### config.mk
export PLATFORM = sky130hd
export DESIGN_NAME = bit_serial_logic_unit
export DESIGN_NICKNAME = d
export VERILOG_FILES = /design/src/rtl/bslu_pkg.sv /design/src/rtl/bslu_bit_cell.sv /design/src/rtl/bit_serial_logic_unit.sv
export SDC_FILE = /design/constraint.sdc
export NUM_CORES = 1
export LEC_CHECK = 0
export BUFFER_PORTS_ARGS = -buffer_cell sky130_fd_sc_hd__buf_2
export CAP_MARGIN = 25
export CELL_PAD_IN_SITES_DETAIL_PLACEMENT = 2
export CELL_PAD_IN_SITES_GLOBAL_PLACEMENT = 2
export CORE_AREA = 3 3 62 93
export CTS_CLUSTER_DIAMETER = 150
export DETAILED_ROUTE_END_ITERATION = 16
export DIE_AREA = 0 0 65 96
export PLACE_DENSITY_LB_ADDON = 0.1
export SYNTH_ARGS = -nofsm -noshare
export SYNTH_HDL_FRONTEND = slang
export SYNTH_SLANG_ARGS = --single-unit
### constraint.sdc
create_clock -name clk -period 4.38 [get_ports clk]
set_clock_uncertainty 0.1 [all_clocks]
set_input_delay 0.438 -clock clk [delete_from_list [all_inputs] [get_ports clk]]
set_output_delay 0.438 -clock clk [all_outputs]
set_load 0.02 [all_outputs]
### src/rtl/bslu_pkg.sv
// ============================================================================
// Module  : bslu_pkg
// Brief   : Shared types for the bit-serial logic unit (opcode and FSM state
//           encodings, field widths).
// Revision: 1.0 - initial release
// ============================================================================
`default_nettype none

package bslu_pkg;

  // Opcode field width on the operand interface
  localparam int OP_W    = 2;
  // FSM state register width
  localparam int STATE_W = 2;

  typedef enum logic [OP_W-1:0] {
    OP_OR  = 2'b00,
    OP_AND = 2'b01,
    OP_XOR = 2'b10,
    OP_NOR = 2'b11
  } op_e;

  typedef enum logic [STATE_W-1:0] {
    S_IDLE  = 2'b00,
    S_SHIFT = 2'b01,
    S_DONE  = 2'b10
  } state_e;

endpackage : bslu_pkg

`default_nettype wire

### src/rtl/bslu_bit_cell.sv
// ============================================================================
// Module  : bslu_bit_cell
// Brief   : Single reusable 1-bit logic gate (OR/AND/XOR/NOR), purely
//           combinational.
// Revision: 1.0 - initial release
// ============================================================================
`default_nettype none

module bslu_bit_cell
  import bslu_pkg::*;
(
  input  logic a_i,
  input  logic b_i,
  input  op_e  op_i,
  output logic y_o
);

  // Select the gate function for the current bit
  always_comb begin
    y_o = 1'b0;
    case (op_i)
      OP_OR:   y_o = a_i | b_i;
      OP_AND:  y_o = a_i & b_i;
      OP_XOR:  y_o = a_i ^ b_i;
      OP_NOR:  y_o = ~(a_i | b_i);
      default: y_o = 1'b0;
    endcase
  end

endmodule : bslu_bit_cell

`default_nettype wire

### src/rtl/bit_serial_logic_unit.sv
// ============================================================================
// Module  : bit_serial_logic_unit
// Brief   : Bit-serial bitwise logic stage. Accepts two WIDTH-bit operands and
//           an opcode over valid/ready, evaluates one bit per clock LSB first
//           through a single gate cell, and returns the word over valid/ready.
//           Optional zero flag: define BSLU_ZERO_FLAG_EN to add out_zero.
// Revision: 1.0 - initial release
// ============================================================================
`default_nettype none

module bit_serial_logic_unit
  import bslu_pkg::*;
#(
  parameter int WIDTH = 8
)
(
  input  logic             clk,
  input  logic             rst,
  input  logic             in_valid,
  output logic             in_ready,
  input  logic [WIDTH-1:0] in_a,
  input  logic [WIDTH-1:0] in_b,
  input  logic [OP_W-1:0]  in_op,
  output logic             out_valid,
  input  logic             out_ready,
  output logic [WIDTH-1:0] out_data,
  output logic             busy
`ifdef BSLU_ZERO_FLAG_EN
  ,
  output logic             out_zero
`endif
);

  localparam int                   COUNT_W    = $clog2(WIDTH + 1);
  localparam logic [COUNT_W-1:0]   LAST_COUNT = COUNT_W'(WIDTH - 1);

  state_e             state_q;
  state_e             state_d;
  logic [WIDTH-1:0]   a_q;
  logic [WIDTH-1:0]   b_q;
  logic [WIDTH-1:0]   res_q;
  logic [WIDTH-1:0]   res_d;
  op_e                op_q;
  logic [COUNT_W-1:0] count_q;

  logic               accept;
  logic               handoff;
  logic               last_bit;
  logic               cell_y;

  // Handshake qualifiers; operands are only looked at in IDLE
  assign accept   = (state_q == S_IDLE)  && in_valid;
  assign handoff  = (state_q == S_DONE)  && out_ready;
  assign last_bit = (state_q == S_SHIFT) && (count_q == LAST_COUNT);

  // The one shared gate, always fed from the LSB of the shifting operands
  bslu_bit_cell u_bit_cell (
    .a_i  (a_q[0]),
    .b_i  (b_q[0]),
    .op_i (op_q),
    .y_o  (cell_y)
  );

  // New bit enters at the MSB so that after WIDTH shifts bit 0 sits at the LSB
  assign res_d = {cell_y, res_q[WIDTH-1:1]};

  // State register
  always_ff @(posedge clk or posedge rst) begin
    if (rst) begin
      state_q <= S_IDLE;
    end else begin
      state_q <= state_d;
    end
  end

  // Next-state logic
  always_comb begin
    state_d = state_q;
    case (state_q)
      S_IDLE:  if (in_valid)                state_d = S_SHIFT;
      S_SHIFT: if (count_q == LAST_COUNT)   state_d = S_DONE;
      S_DONE:  if (out_ready)               state_d = S_IDLE;
      default:                              state_d = S_IDLE;
    endcase
  end

  // Handshake/status outputs decoded from state only
  always_comb begin
    in_ready  = 1'b0;
    out_valid = 1'b0;
    busy      = 1'b0;
    case (state_q)
      S_IDLE:  in_ready  = 1'b1;
      S_SHIFT: busy      = 1'b1;
      S_DONE: begin
        out_valid = 1'b1;
        busy      = 1'b1;
      end
      default: in_ready  = 1'b0;
    endcase
  end

  // Operand latch, serial shift, result accumulation and bit counter
  always_ff @(posedge clk or posedge rst) begin
    if (rst) begin
      a_q     <= '0;
      b_q     <= '0;
      res_q   <= '0;
      op_q    <= OP_OR;
      count_q <= '0;
    end else if (accept) begin
      a_q     <= in_a;
      b_q     <= in_b;
      op_q    <= op_e'(in_op);
      count_q <= '0;
    end else if (state_q == S_SHIFT) begin
      a_q     <= {1'b0, a_q[WIDTH-1:1]};
      b_q     <= {1'b0, b_q[WIDTH-1:1]};
      res_q   <= res_d;
      count_q <= count_q + COUNT_W'(1);
    end
  end

  assign out_data = res_q;

`ifdef BSLU_ZERO_FLAG_EN
  logic zero_q;

  // Zero flag captured with the final bit, dropped when the word is handed off
  always_ff @(posedge clk or posedge rst) begin
    if (rst) begin
      zero_q <= 1'b0;
    end else if (last_bit) begin
      zero_q <= (res_d == '0);
    end else if (handoff) begin
      zero_q <= 1'b0;
    end
  end

  assign out_zero = zero_q;
`else
  logic unused_flags;
  assign unused_flags = last_bit ^ handoff;
`endif

endmodule : bit_serial_logic_unit

`default_nettype wire

==> results by group <==
Synth
  – Commonest cells in the netlist: 32 x dfrtp_1, 18 x nand2_1, 17 x mux2i_1
  – Post-synthesis net count: between 150 and 200
  – Count leader, synth: dfrtp_1
  – Syn avg cell area: about 11 sq um
  – #FFs+latches synth: 32
  – Synth Flop Type: dfrtp_1
  – Post-synthesis sequential area ratio: 53.56%
  – Yosys warning count: 0
  – Top cell type's share of synthesized area: around 54%
  – Asr flop ratio synth: 100.0%
  – Post-synthesis cell count: 132
  – Number of synthesized flops with an enable pin: 0
  – Post-Syn Area: 1495 sq um
  – Yosys cell types: 22
  – Yosys top cell by area: dfrtp_1
  – Dominant cells by area after synthesis: dfrtp_1 54%, mux2i_1 11%, mux2_1 7.5%

Status
  – Status: finished clean

Timing
  – Final setup margin: approximately 2300 ps
  – Minimum clock period after layout: 2032 ps
  – Period utilization: 46.38%
  – Total negative setup slack: 0 ps
  – Number of failing hold endpoints at the final stage: 0
  – Final Max Tran Viols: 0
  – Normalized max-slew margin: 66.34%
  – Final setup viols: 0
  – Max Freq: 492.2 MHz
  – Unrepaired setup endpoints after global routing: no
  – Worst-margin pin slew: a little over 500 ps

Pwr
  – Seq pwr share: 38.5%
  – Sw frac: 38.65%
  – Power per standard cell area: 730.9 nW/um^2
  – Clock power share: 17.6%
  – Sw Pwr: 0.5206 mW
  – Share of total power in combinational logic: 44.0%
  – Peak VDD IR: 0.1864 mV
  – Leak pwr: 0.8962 nW
  – Cell Int Power: 0.8265 mW

Global route
  – Number of global-route vias before repair: 1,204
  – Grt ovf: 0
  – GRT Overall Usage: about an eighth
  – First-pass GRT wire length: 5513 um
  – Largest net degree at the start of global routing: 39
  – Initial antenna violation count: 0

Layout
  – N_diodes: 0
  – Area growth syn-to-layout: 23.26%
  – Share of post-route cells with drive strength above 1: 27.38%
  – Nets@finish: 196
  – # fillers: 587

Setup path
  – Worst R2R Start: state_q[1]
  – Cells on worst reg2reg path: 5
  – Worst reg2reg setup slack: 2350 ps
  – Startpoint types: register
  – Crit path DAT: 2090 ps
  – Crit path kind: register to register
  – CP required: 4440 ps
  – Crit Path Max Fanout: 19
  – RR Endpoint: state_q[0]
  – Worst setup EP type: register

Clocking
  – Root buf cell: clkbuf_8
  – Worst-path clk slew: 70 ps
  – # hold bufs at CTS: 0
  – Worst skew pair latency: 280 ps
  – Bufs on Longest Clock Path: 2
  – Num CTS Buffers: 5
  – TritonCTS clock tree: built
  – PostCTS Resize Cnt: 0
  – Post-CTS Setup Inserts: 0
  – H-tree depth: 2
  – CTS sink count: 32

Detailed routing
  – WL per Instance: around 14 um
  – Final WL: 3335 um
  – Final ANT Viol Nets: 0
  – DRT Pass-1 Iters: 4
  – Vias per cell: 4.559
  – Drt drc: 0
  – Vias: 1,076
  – DR iter-0 viols: 15

Floorplanning
  – Ports: 33
  – Site row count: 32
  – Die Area: roughly 6200 sq um
  – Core area: 5085 sq um
  – Starting Density: between 20 and 30%
  – Die width: 65 um
  – Chip height: about 96 um

Placement
  – Gpl congestion: 0.6358
  – Detail Placement HPWL: 2483 um
  – Pre-CTS setup slack: just over 2000 ps
  – Port bufs: 32

Worst hold path
  – Worst Hold Class: primary input to async pin

Job
  – Max Cap Viol: 0
==> cell type report <==
cell class / count / area, sq um / share of cell area, %
clock inverter: 2 / 10.01 / 0.5431
tap: 68 / 85.08 / 4.616
multi-input combinational: 84 / 626.9 / 34.01
clock buffer: 6 / 82.58 / 4.481
timing repair buffer: 35 / 202.7 / 11.00
inverter: 9 / 35.03 / 1.901
sequential: 32 / 800.8 / 43.45
==> placed cells by master (no fill, tap or decap), types with 2 or more instances in the layout <==
cell / instances
mux2_1: 10
ha_1: 7
buf_2: 32
nand2_1: 18
inv_1: 7
xor2_1: 2
clkinv_2: 2
buf_4: 2
dfrtp_1: 32
nand2b_1: 2
clkbuf_8: 6
mux2i_1: 17
o21ai_1: 16
nor2_1: 4
==> metrics by stage <==
step	hold slack (ps)	std cells	instance area, sq um	util, %	power (mW)
4_1_cts	156.8	235	1815	35.70	1.360
5_1_grt	186.4	236	1843	36.25	1.464
3_3_place_gp	370.1	227	1723	33.88	1.070
3_5_place_dp	406.1	227	1723	33.88	1.112
2_1_floorplan	376.6	132	1495	-	0.9447
6_report	134.0	236	1843	36.25	1.347
==> cell families (layout without fill, tap and decap cells) <==
family,after synthesis,after routing,share of synthesized area [%]
compound gates,18,18,6.611
xor+xnor,3,3,1.758
fa+ha+maj,7,7,5.857
buf+inv,16,52,4.519
flops,32,32,53.56
mux,28,28,19.67
simple gates,28,28,8.033
==> power groups by stage <==
stage	sequential, mW	combinational, mW	clock (mW)
2_1_floorplan	0.537	0.408	0
3_3_place_gp	0.516	0.553	0
3_5_place_dp	0.529	0.583	0
4_1_cts	0.524	0.586	0.250
5_1_grt	0.539	0.667	0.259
6_report	0.518	0.593	0.237
==> per-layer routing <==
metal	global-route usage (%)	up-vias	routed length (um)
li1	-	515	-
met1	11.99	533	1280
met2	22.03	22	1885
met3	3.621	6	110
met4	4.762	0	59
met5	0	-	0
==> worst max path at each step <==
stage | startpoint | endpoint | slack [ps] | cells after the start
3_3_place_gp | state_q[1] | state_q[0] | 2190 | 4
3_5_place_dp | state_q[1] | state_q[0] | 2050 | 4
4_1_cts | state_q[1] | state_q[0] | 2040 | 4
5_1_grt | state_q[1] | state_q[0] | 2230 | 5
2_1_floorplan | state_q[0] | state_q[0] | 2630 | 4
6_report | state_q[1] | state_q[0] | 2350 | 5
==> sequential cells by signal (all words and copies together), names as in the netlist <==
signal / flops
count_q: 4
out_data: 8
b_q: 8
op_q: 2
state_q: 2
a_q: 8
==> worst max-delay path, stage by stage (launching register included) <==
cell	delay, ps
dfrtp_1	370
inv_1	90
ha_1	280
buf_16	200
a222oi_1	490
mux2_1	380
Note: power is estimated with default switching activity, not from simulation.
